[config.mk]
export PLATFORM = sky130hd
export DESIGN_NAME = lsu_mem_port_flat
export DESIGN_NICKNAME = d
export VERILOG_FILES = /design/src/rtl/lsu_mem_port_pkg.sv /design/src/rtl/lsu_mem_port_if.sv /design/src/rtl/lsu_lane_align.sv /design/src/rtl/lsu_mem_port.sv /design/src/flat_wrapper.sv
export SDC_FILE = /design/constraint.sdc
export NUM_CORES = 1
export LEC_CHECK = 0
export BUFFER_PORTS_ARGS = -buffer_cell sky130_fd_sc_hd__buf_2
export CAP_MARGIN = 10
export CORE_MARGIN = 1
export CORE_UTILIZATION = 45
export DETAILED_ROUTE_END_ITERATION = 8
export GPL_TIMING_DRIVEN = 0
export PLACE_DENSITY = 0.74
export SYNTH_ARGS = -nofsm -noshare
export SYNTH_HDL_FRONTEND = slang
export SYNTH_HIERARCHICAL = 1
export SYNTH_SLANG_ARGS = --single-unit
[constraint.sdc]
create_clock -name clk -period 2.2 [get_ports clk]
set_input_delay 0.44 -clock clk [delete_from_list [all_inputs] [get_ports clk]]
set_output_delay 0.44 -clock clk [all_outputs]
set_load 0.005 [all_outputs]
[src/rtl/lsu_mem_port_pkg.sv]
// Shared definitions for the MEM-stage load/store port: access sizes, FSM states,
// the latched request record and the alignment rule.
package lsu_mem_port_pkg;

    localparam logic [1:0] SZ_BYTE = 2'd0;
    localparam logic [1:0] SZ_HALF = 2'd1;
    localparam logic [1:0] SZ_WORD = 2'd2;

    typedef enum logic [1:0] {
        ST_IDLE  = 2'd0,
        ST_LOAD  = 2'd1,
        ST_MERGE = 2'd2
    } state_t;

    typedef struct packed {
        logic        we;
        logic [1:0]  size;
        logic        sgn;
        logic [31:0] addr;
        logic [31:0] wdata;
    } req_t;

    // Size 3 is never legal; half needs addr[0]=0, word needs addr[1:0]=0.
    function automatic logic misaligned(input logic [1:0] size, input logic [1:0] lane);
        return (size == 2'd3) || (size == SZ_HALF && lane[0]) || (size == SZ_WORD && lane != 2'd0);
    endfunction

endpackage

[src/rtl/lsu_mem_port_if.sv]
// Pipeline-side request/response bundle of the load/store port.
interface lsu_mem_port_if;
    logic        req_valid;
    logic        req_ready;
    logic        req_we;
    logic [1:0]  req_size;
    logic        req_signed;
    logic [31:0] req_addr;
    logic [31:0] req_wdata;
    logic        resp_valid;
    logic [31:0] resp_rdata;
    logic        resp_err;

    modport master (
        output req_valid, req_we, req_size, req_signed, req_addr, req_wdata,
        input  req_ready, resp_valid, resp_rdata, resp_err
    );

    modport slave (
        input  req_valid, req_we, req_size, req_signed, req_addr, req_wdata,
        output req_ready, resp_valid, resp_rdata, resp_err
    );
endinterface

[src/rtl/lsu_lane_align.sv]
// Combinational lane handling: extract+extend of a RAM word for loads, and
// lane replacement of a RAM word for sub-word stores.
module lsu_lane_align
    import lsu_mem_port_pkg::*;
#(
    parameter bit BIG_ENDIAN = 1'b1
) (
    input  logic [1:0]  size,
    input  logic [1:0]  lane,
    input  logic        sgn,
    input  logic [31:0] word,
    input  logic [31:0] wdata,
    output logic [31:0] load_data,
    output logic [31:0] merge_data
);

    logic [4:0]  sh;
    logic [31:0] mask;
    logic [31:0] shifted;

    always_comb begin
        sh   = 5'd0;
        mask = 32'hFFFF_FFFF;
        case (size)
            SZ_BYTE: begin
                // Big-endian puts lane 0 in the top byte, so the shift runs from 3-lane.
                sh   = BIG_ENDIAN ? {~lane, 3'b000} : {lane, 3'b000};
                mask = 32'h0000_00FF;
            end
            SZ_HALF: begin
                sh   = BIG_ENDIAN ? {~lane[1], 4'b0000} : {lane[1], 4'b0000};
                mask = 32'h0000_FFFF;
            end
            default: ;
        endcase

        shifted = word >> sh;
        case (size)
            SZ_BYTE: load_data = {{24{sgn & shifted[7]}}, shifted[7:0]};
            SZ_HALF: load_data = {{16{sgn & shifted[15]}}, shifted[15:0]};
            default: load_data = word;
        endcase

        merge_data = (word & ~(mask << sh)) | ((wdata & mask) << sh);
    end

endmodule

[src/rtl/lsu_mem_port.sv]
// MEM-stage load/store adapter onto a word-wide, 1-cycle-latency synchronous RAM:
// FSM, latched request and registered response.
module lsu_mem_port
    import lsu_mem_port_pkg::*;
#(
    parameter bit BIG_ENDIAN = 1'b1
) (
    input  logic          clk,
    input  logic          rst,
    lsu_mem_port_if.slave bus,
    output logic [31:0]   mem_addr,
    output logic [31:0]   mem_in,
    output logic          mem_we,
    input  logic [31:0]   mem_out
);

    state_t      state, state_nx;
    req_t        cur, r;
    logic        accept, err;
    logic        resp_v_nx, resp_err_nx;
    logic [31:0] resp_rdata_nx;
    logic [31:0] load_data, merge_data;

    assign cur = '{we: bus.req_we, size: bus.req_size, sgn: bus.req_signed,
                   addr: bus.req_addr, wdata: bus.req_wdata};

    assign bus.req_ready = (state == ST_IDLE);
    assign accept        = bus.req_valid & bus.req_ready & ~rst;
    assign err           = misaligned(cur.size, cur.addr[1:0]);

    lsu_lane_align #(.BIG_ENDIAN(BIG_ENDIAN)) u_align (
        .size       (r.size),
        .lane       (r.addr[1:0]),
        .sgn        (r.sgn),
        .word       (mem_out),
        .wdata      (r.wdata),
        .load_data  (load_data),
        .merge_data (merge_data)
    );

    always_comb begin
        state_nx      = state;
        mem_addr      = {2'b00, r.addr[31:2]};
        mem_we        = 1'b0;
        mem_in        = 32'd0;
        resp_v_nx     = 1'b0;
        resp_err_nx   = 1'b0;
        resp_rdata_nx = 32'd0;
        case (state)
            ST_IDLE: begin
                mem_addr = {2'b00, bus.req_addr[31:2]};
                if (accept) begin
                    if (err) begin
                        resp_v_nx   = 1'b1;
                        resp_err_nx = 1'b1;
                    end else if (cur.we && cur.size == SZ_WORD) begin
                        mem_we    = 1'b1;
                        mem_in    = cur.wdata;
                        resp_v_nx = 1'b1;
                    end else begin
                        state_nx = cur.we ? ST_MERGE : ST_LOAD;
                    end
                end
            end
            ST_LOAD: begin
                resp_v_nx     = 1'b1;
                resp_rdata_nx = load_data;
                state_nx      = ST_IDLE;
            end
            ST_MERGE: begin
                // A reset landing here drops the write; the RAM keeps the old word.
                mem_we    = r.we & ~rst;
                mem_in    = rst ? 32'd0 : merge_data;
                resp_v_nx = 1'b1;
                state_nx  = ST_IDLE;
            end
            default: state_nx = ST_IDLE;
        endcase
    end

    always_ff @(posedge clk) begin
        if (rst) begin
            state          <= ST_IDLE;
            r              <= '0;
            bus.resp_valid <= 1'b0;
            bus.resp_rdata <= 32'd0;
            bus.resp_err   <= 1'b0;
        end else begin
            state          <= state_nx;
            bus.resp_valid <= resp_v_nx;
            bus.resp_rdata <= resp_rdata_nx;
            bus.resp_err   <= resp_err_nx;
            if (accept) r <= cur;
        end
    end

endmodule

[src/flat_wrapper.sv]
// flat-port wrapper written by rule: the top's interface ports become plain ports
module lsu_mem_port_flat import lsu_mem_port_pkg::*;
#(
    parameter bit BIG_ENDIAN = 1'b1
)
  (clk, rst, mem_addr, mem_in, mem_we, mem_out, bus_req_valid, bus_req_we, bus_req_size, bus_req_signed, bus_req_addr, bus_req_wdata, bus_req_ready, bus_resp_valid, bus_resp_rdata, bus_resp_err);
  lsu_mem_port_if bus_i ();
  input  logic clk;
  input  logic rst;
  output logic [31:0] mem_addr;
  output logic [31:0] mem_in;
  output logic mem_we;
  input  logic [31:0] mem_out;
  input wire logic [$bits(bus_i.req_valid)-1:0] bus_req_valid;
  input wire logic [$bits(bus_i.req_we)-1:0] bus_req_we;
  input wire logic [$bits(bus_i.req_size)-1:0] bus_req_size;
  input wire logic [$bits(bus_i.req_signed)-1:0] bus_req_signed;
  input wire logic [$bits(bus_i.req_addr)-1:0] bus_req_addr;
  input wire logic [$bits(bus_i.req_wdata)-1:0] bus_req_wdata;
  output wire logic [$bits(bus_i.req_ready)-1:0] bus_req_ready;
  output wire logic [$bits(bus_i.resp_valid)-1:0] bus_resp_valid;
  output wire logic [$bits(bus_i.resp_rdata)-1:0] bus_resp_rdata;
  output wire logic [$bits(bus_i.resp_err)-1:0] bus_resp_err;
  assign bus_i.req_valid = bus_req_valid;
  assign bus_i.req_we = bus_req_we;
  assign bus_i.req_size = bus_req_size;
  assign bus_i.req_signed = bus_req_signed;
  assign bus_i.req_addr = bus_req_addr;
  assign bus_i.req_wdata = bus_req_wdata;
  assign bus_req_ready = bus_i.req_ready;
  assign bus_resp_valid = bus_i.resp_valid;
  assign bus_resp_rdata = bus_i.resp_rdata;
  assign bus_resp_err = bus_i.resp_err;
  lsu_mem_port #(.BIG_ENDIAN(BIG_ENDIAN)) u_core (.clk(clk), .rst(rst), .bus(bus_i), .mem_addr(mem_addr), .mem_in(mem_in), .mem_we(mem_we), .mem_out(mem_out));
endmodule
# Word level (Yosys, flattened, before mapping)
# Index checks and enable logic that the tools add are counted.
[totals] reg_bits=104 inputBits=103 out_inout_bits=100 elab_cells=66
[op_classes] eq_ne=6 n_shift=3 n_mux=18 bitwise=17 reduce_logical=13
[op_table] cell="$pmux 32 s2" count=3
[op_table] cell="$mux 32" count=4
[op_table] cell="$and 32x32->32" count=2
[op_table] cell="$shl 32x5->32" count=2
[op_table] cell="$not 32->32" count=1
[op_table] cell="$or 32x32->32" count=1
[op_table] cell="$shr 32x5->16" count=1
[op_table] cell="$mux 30" count=1
[op_table] cell="$pmux 5 s2" count=1
[op_table] cell="$not 1->1" count=7
[op_table] cell="$eq 2x1->1 const B" count=3
[op_table] cell="$eq 2x2->1 const B" count=3
[op_table] cell="$mux 1" count=6
[op_table] cell="$reduce_or 2->1" count=3
[op_table] cell="$and 1x1->1" count=5
[op_table] cell="$logic_not 2->1" count=2
[op_table] cell="$pmux 1 s2" count=2
[op_table] cell="$logic_and 1x1->1" count=3
[op_table] cell="$reduce_and 3->1" count=1
[op_table] cell="$reduce_or 3->1" count=1
[op_table] cell="$logic_or 1x1->1" count=2
[op_table] cell="$mux 2" count=1
[op_table] cell="$not 2->2" count=1
[op_table] cell="$reduce_bool 2->1" count=1

# Logic depth before layout (Yosys ltp)
# Gate-level depths: netlist of run 1.
[logic_depth] ltp_word=8 depth_mapped=10 depth_no_buf=5

# By module
# Netlist of run 1, hierarchy kept.
[by_module_without_submodules] mod="lsu_mem_port" n_inst=1 cells_each=405 area_per_inst_um2=4229.1 seq_area_each_um2=2082.0
[by_module_without_submodules] mod="lsu_lane_align" n_inst=1 cells_each=213 area_per_inst_um2=1392.6 seq_area_each_um2=0.0

# Worst setup path before layout of run 1
# OpenSTA, ideal clock, no wires.
[synth_path] path_type="flip-flop to output port" from="register u_core/r[32] (netlist bit)" to="output mem_in[5]" arrival_time_ns=1.725 required_ns=1.760 slack_ns=0.035 path_stages_with_launch=7 n_path_buf=2 cell_sequence="dfxtp_1 > buf_4 > or2_2 > a21oi_2 > buf_4 > mux2_2 > a32o_1"
[synth_via] elab_chain_len=8 elab_cells_between_ends=9 classes_between="shift: 2; mux: 3; bitwise: 4"
[synth_rtl] item="start: declaration" line_no="lsu_mem_port.sv:18" rtl="req_t cur, r;"
[synth_rtl] item="start signal: assignment" line_no="lsu_mem_port.sv:93" rtl="if (accept) r <= cur;"
[synth_rtl] item="$not 2->2 *" line_no="lsu_lane_align.sv:27" rtl="sh = BIG_ENDIAN ? {~lane, 3'b000} : {lane, 3'b000};"
[synth_rtl] item="$pmux 5 s2 *" line_no="lsu_lane_align.sv:24" rtl="case (size)"
[synth_rtl] item="$shl 32x5->32" line_no="lsu_lane_align.sv:44" rtl="merge_data = (word & ~(mask << sh)) | ((wdata & mask) << sh);"
[synth_rtl] item="$not 32->32" line_no="lsu_lane_align.sv:44"
[synth_rtl] item="$and 32x32->32" line_no="lsu_lane_align.sv:44"
[synth_rtl] item="$or 32x32->32 *" line_no="lsu_lane_align.sv:44"
[synth_rtl] item="net u_core.merge_data[5]" line_no="lsu_mem_port.sv:22" rtl="logic [31:0] load_data, merge_data;"
[synth_rtl] item="$mux 32 *" line_no="lsu_mem_port.sv:73" rtl="mem_in = rst ? 32'd0 : merge_data;"
[synth_rtl] item="$pmux 32 s2 *" line_no="lsu_mem_port.sv:49" rtl="case (state)"
[synth_rtl] item="end: declaration" line_no="flat_wrapper.sv:11" rtl="output logic [31:0] mem_in;"
# The timed path passes the listed nets; every way through them passes the cells marked *.

# Worst setup path in the final report of run 1
[layout_path] from="register u_core/r[32] (netlist bit)" to="output mem_in[4]"
# Same word-level chain as after synthesis.

==> flow_metrics.py, run 1 <==
metrics = {
    "finish": {
        "fill_cells": 1010,
        "diodes": 0,
        "drive_gt1_share_pct": 46.4,
        "nets": 967,
        "ff_latch_area_sq_um": 2090,
        "multi_input_area_sq_um": 3450,
        "fin_util_pct": 65.4,
        "syn2layout_area_growth_pct": 40.9,
    },
    "setup_path": {
        "cp-startpoint": "u_core/r[32]",
        "crit_type": "flop to primary output",
        "reg2reg_slack_ns": 0.15,
        "crit_path_start_kind": "flop",
        "cp.arrival_ns": 1.99,
        "crit_path_max_fanout": 5,
        "r2r-start": "u_core/r[65]",
        "end_kind": "primary output",
        "required_ns": 1.76,
    },
    "floorplan": {
        "die_x_um": 114,
        "die_h_um": 114,
        "die-area_sq_um": 12900,
        "start_util_pct": 46.4,
        "rows": 40,
        "io_pins": 203,
        "core_sq_um": 12100,
    },
    "synth": {
        "ys_top_cells_by_count": "dfxtp_1 (104), o21ai_0 (49), nand2_1 (48), mux2_2 (39), nand2b_1 (36)",
        "synth_cell_types": 52,
        "syn_inst": 618,
        "ys.flop_type": "dfxtp_1",
        "yosysMostFrequentCell": "dfxtp_1",
        "yosys.area.top_type_share_pct": 37.0,
        "synth_edf_count": 0,
        "async_flop_share_pct": 0,
        "syn_area_per_cell_sq_um": 9.10,
        "ys_ff_latch": 104,
        "synth_area_leaders": "dfxtp_1 (37%), mux2_2 (7.8%), a32o_1 (5.7%), a22o_1 (5.1%), o21ai_0 (4.4%)",
        "syn_area_sq_um": 5620,
        "yosys_warnings": 6,
        "seq_area_frac_synth_pct": 37.0,
        "synth_area_leader_cell": "dfxtp_1",
    },
    "timing": {
        "fmax_ghz": 0.411,
        "post-route-period-util_pct": 110,
        "skew_ns": 0.0124,
        "rsz0062_at_grt": "true",
        "finalWorstSetupSlack_ns": -0.231,
        "slew_violations": 0,
        "whs_ns": 0.298,
        "final-setup-viol-count": 32,
        "finalHoldViolCount": 0,
        "finalWorstPathRequiredPeriod_ns": 2.43,
    },
    "clocking": {
        "cts_tree": "built",
        "root_buffer": "clkbuf_16",
        "htreeDepth": 3,
        "cts_buffer_depth": 2,
        "numCtsBuffers": 9,
        "clk_latency_ns": 0.35,
        "clock_sinks": 104,
        "path_clk_slew_ns": 0.07,
        "ctsHoldBuffers": 0,
    },
    "hold_path": {
        "min-delay-start": "bus_req_addr[14]",
        "min_path_type": "input pin to flop",
    },
    "global_route": {
        "antenna_found_initial": 0,
        "grt_max_degree": 16,
        "grt_overflow_total": 0,
        "track_usage_pct": 29.7,
        "grt_pass1_vias": 5612,
        "grt_pass1_wl_mm": 29.6,
    },
    "detailed_routing": {
        "first_pass_iters": 5,
        "drtIter0Drc": 477,
        "via_per_inst": 5.75,
        "drtAntennaViolNets": 0,
        "detail_route.wl_per_cell_um": 19.1,
        "vias": 5936,
        "wirelength_mm": 19.7,
        "route.detailed.drc": 0,
    },
    "run_status": {
        "outcome": "finished, violations left",
        "violations": "setup timing",
    },
    "placement": {
        "io_buffers": 200,
        "finalWeightedCongestion": 0.921,
        "place_hpwl_mm": 14.7,
    },
    "pwr": {
        "p_leak_nw": 3.59,
        "peakVddDrop_v": 0.000522,
        "powerDensity_nw_per_um2": 669,
    },
    "flow_run": {
        "cap_violations": 0,
    },
}
-- path summary, 6_finish.rpt --
path	depth (start not counted)	to
worst max-delay path	6	mem_in[4]
worst min-delay path	3	u_core/r[46]
worst max register to register	7	u_core/bus.resp_rdata[13]
worst min register to register	2	u_core/r[48]
-- flip-flops by register name, summed over array words and instances, names as in the netlist --
register               cells
u_core/bus.resp_err        1
u_core/bus.resp_rdata     32
u_core/bus.resp_valid      1
u_core/r                  68
u_core/state               2
-- stage by stage --
step                instances  total power [mW]  cell area [sq um]  TNS (ns)  setup slack [ns]
finish                   1033              5.30               7920     -4.87            -0.231
global route             1033              5.48               7920     -6.45            -0.276
CTS                      1023              5.14               7650     -4.88            -0.252
detailed placement        987              3.32               6840     -4.52            -0.284
global placement          987              3.29               6840     -3.87            -0.280
floorplan                 619              2.86               5630         0            0.0353
-- final cells by class --
cell class / instances / share of cell area (%)
Inverter: 5 / 0.395
Timing Repair Buffer: 236 / 17.5
Buffer: 56 / 5.62
Clock inverter: 3 / 0.505
Clock buffer: 13 / 3.28
Tap cell: 168 / 2.65
Sequential cell: 104 / 26.4
Multi-Input combinational cell: 448 / 43.6
-- metal layers --
metal | part of all wire, % | wire length [um] | track usage [%] | vias to the layer above
met5 | 0 | 0 | 0 | -
met4 | 2.5 | 501 | 10.4 | 0
met3 | 8.4 | 1660 | 7.28 | 47
met2 | 46 | 9140 | 48.6 | 327
met1 | 43 | 8390 | 38.2 | 2806
li1 | - | - | - | 2756
-- critical path, cell delays in order (launching register included) --
cell and delay [ns]:
dfxtp_2 0.35, or2_4 0.26, a21oi_4 0.21, buf_6 0.16, mux2_4 0.30, a32o_1 0.21, buf_2 0.13
-- power breakdown --
part	switching (mW)	internal (mW)	total, mW
clock network	0.678	0.941	1.62
registers	0.103	2.00	2.11
logic	0.793	0.779	1.57
total	1.57	3.72	5.30
-- repair_timing --
action | 4_1_cts | 5_1_grt
buffers inserted | 23 | 10
setup endpoints to repair | 62 | 38
gates resized for setup | 98 | 51
gates cloned | 2 | 1
pin swaps | 23 | 17
-- cells by family (layout without fill, tap and decap cells) --
| family | count (synthesis) | in the layout | synth area share, % |
|---|---|---|---|
| other cells | 1 | 2 | 0.0667 |
| buf+inv | 67 | 313 | 7.23 |
| flops | 104 | 104 | 37.0 |
| compound gates | 217 | 217 | 27.7 |
| simple gates | 178 | 178 | 17.8 |
| fa+ha+maj | 4 | 4 | 0.890 |
| mux | 47 | 47 | 9.24 |
-- layout by cell type (no fill, tap or decap), drive strengths merged, types with 3 or more instances in the layout --
| master | synthesis | layout |
|---|---|---|
| nor3b | 7 | 7 |
| clkbuf | 24 | 34 |
| mux2 | 39 | 39 |
| inv | 4 | 4 |
| nor2b | 21 | 21 |
| o21ai | 62 | 62 |
| o22ai | 13 | 13 |
| mux2i | 8 | 8 |
| and2 | 32 | 32 |
| nor2 | 20 | 20 |
| a21oi | 25 | 25 |
| o211ai | 8 | 8 |
| ha | 4 | 4 |
| a22oi | 22 | 22 |
| nor3 | 4 | 4 |
| a221o | 9 | 9 |
| a22o | 33 | 33 |
| nand2b | 36 | 36 |
| clkinv | 1 | 3 |
| buf | 38 | 271 |
| nand2 | 48 | 48 |
| a32o | 32 | 32 |
| dfxtp | 104 | 104 |
(Power assumes the default switching activity.)
==> run 2, diff against run 1 <==
- MAX_ROUTING_LAYER: default -> met4
==> run 2 against run 1 <==
The flow still finishes with violations (setup timing). Sequential share of layout area hardly changed. Worst hold slack worse by 0.0013 ns. Non-clock buffer count rose by 14. Maximum frequency fell by 0.36%. Cell count is 1.4% higher. Combinational power barely moved. Via count is 2.8% higher. Critical path depth increased by 1. First-iteration DRC count grew 12%. Register-to-register slack got worse by 0.04 ns. Sequential power hardly changed. Critical path type unchanged.
==> flow_metrics.py, run 2 (synthesized netlist as in run 1, its figures left out) <==
metrics = {
    "run_status": {
        "outcome": "finished, violations left",
        "violations": "setup timing",
    },
    "placement": {
        "place_hpwl_mm": 14.5,
        "finalWeightedCongestion": 0.932,
        "io_buffers": 200,
        "dp.cells": 987,
    },
    "timing": {
        "finalWorstPathRequiredPeriod_ns": 2.44,
        "post-route-period-util_pct": 111,
        "finalWorstSetupSlack_ns": -0.239,
        "skew_ns": 0.00498,
        "rsz0062_at_grt": "true",
        "final-setup-viol-count": 32,
        "whs_ns": 0.296,
        "slew_violations": 0,
        "fmax_ghz": 0.410,
        "slew_headroom_pct": 65.1,
        "worst_slew_pin_slew_ns": 0.521,
        "finalHoldViolCount": 0,
    },
    "floorplan": {
        "die_x_um": 114,
        "rows": 40,
        "io_pins": 203,
        "core_sq_um": 12100,
        "die_h_um": 114,
        "die-area_sq_um": 12900,
        "start_util_pct": 46.4,
    },
    "finish": {
        "syn2layout_area_growth_pct": 41.4,
        "multi_input_area_sq_um": 3410,
        "mostFrequentLayoutCells": "buf_2 (209), dfxtp_1 (98), nand2_1 (48), buf_4 (44), o21ai_0 (43)",
        "largest_reg_flops": 68,
        "nets": 981,
        "regMostFlops": "u_core/r",
        "layout_commonest_cell": "buf_2",
        "reg_top3": "u_core/r: 68 flops, u_core/bus.resp_rdata: 32 flops, u_core/state: 2 flops",
        "ff_latch_area_sq_um": 2100,
        "diodes": 0,
        "layout.cells.non_filler": 1047,
        "drive_gt1_share_pct": 45.7,
        "fill_cells": 1032,
    },
    "detailed_routing": {
        "vias": 6101,
        "drtIter0Drc": 534,
        "detail_route.wl_per_cell_um": 19.2,
        "drtAntennaViolNets": 0,
        "first_pass_iters": 5,
        "via_per_inst": 5.83,
        "route.detailed.drc": 0,
        "wirelength_mm": 20.1,
    },
    "setup_path": {
        "cp.arrival_ns": 2.00,
        "rr_worst_depth": 7,
        "crit_path_start_kind": "flop",
        "end_kind": "primary output",
        "crit_path_max_fanout": 7,
        "crit_type": "flop to primary output",
        "required_ns": 1.76,
    },
    "pwr": {
        "p_leak_nw": 3.60,
        "peakVddDrop_v": 0.000389,
        "powerDensity_nw_per_um2": 665,
    },
    "clocking": {
        "clk_latency_ns": 0.35,
        "cts_buffer_depth": 2,
        "numCtsBuffers": 9,
        "ctsHoldBuffers": 0,
        "cts_tree": "built",
        "path_clk_slew_ns": 0.07,
        "clock_sinks": 104,
        "htreeDepth": 3,
        "root_buffer": "clkbuf_16",
    },
    "global_route": {
        "track_usage_pct": 31.5,
        "grt_pass1_wl_mm": 30.6,
        "grt_pass1_vias": 5678,
        "antenna_found_initial": 0,
        "grt_max_degree": 17,
        "grt_overflow_total": 0,
    },
    "flow_run": {
        "cap_violations": 0,
    },
    "hold_path": {
        "hold_depth": 3,
        "min_path_type": "input pin to flop",
    },
}
[run 2: cell types whose count changed in the layout (fill, tap and decap cells not counted), moves of 4 or more]
cell,before,now
a32o_1,25,30
buf_4,33,44
clkbuf_4,3,7
a32o_2,7,2
nor2_4,11,5
buf_8,8,4
nor2_1,4,12
[run 2: final cells by class]
class / instances / share of cell area (%)
sequential: 104 / 26.4
buffer: 57 / 5.89
timing repair buffer: 249 / 18.2
tap: 168 / 2.65
multi-input combinational: 448 / 42.9
inverter: 5 / 0.299
clock buffer: 13 / 3.40
clock inverter: 3 / 0.299
[run 2: power by group]
part | internal [mW] | total, mW | leakage [nW] | switching (mW)
logic | 0.796 | 1.59 | 2.60 | 0.790
registers | 2.00 | 2.11 | 0.855 | 0.109
clock network | 0.866 | 1.59 | 0.138 | 0.722
[run 2: what timing repair did]
| item | CTS | global route |
|---|---|---|
| setup endpoints to repair | 62 | 61 |
| buffers inserted | 27 | 22 |
| cloned | 0 | 1 |
| pin swaps | 22 | 24 |
| resized for setup | 98 | 28 |
[run 2: worst paths after layout]
path	start	endpoint	slack, ns
setup / recovery	u_core/r[66]	mem_in[31]	-0.24
hold / removal	bus_req_addr[19]	u_core/r[51]	0.30
setup reg to reg	u_core/r[33]	u_core/bus.resp_rdata[18]	0.11
hold reg to reg	u_core/r[55]	u_core/r[55]	0.47
[run 2: metal layers]
| layer | GRT usage, % | up-vias | wire, um |
|---|---|---|---|
| met2 | 49.1 | 349 | 9270 |
| met1 | 40.8 | 2913 | 8800 |
| met5 | - | - | 0 |
| met4 | 11.4 | 0 | 492 |
| met3 | 5.90 | 50 | 1580 |
| li1 | - | 2789 | - |
[run 2: per-stage QoR]
stage	area (sq um)	power, mW	setup slack [ns]	TNS, ns	util [%]
2_1_floorplan	5630	2.86	0.0353	0	-
3_3_place_gp	6840	3.29	-0.285	-4.30	56.4
3_5_place_dp	6840	3.32	-0.308	-5.10	56.4
4_1_cts	7620	5.09	-0.235	-4.95	62.9
5_1_grt	7950	5.47	-0.282	-6.79	65.6
6_report	7950	5.28	-0.239	-4.92	65.6
[run 2: critical path: stages, from the launching register on]
cell and delay, ns:
dfxtp_4 0.38, buf_6 0.13, nor2_4 0.14, mux2i_2 0.31, nor2_1 0.08, a221o_1 0.27, a32o_1 0.21, buf_2 0.13
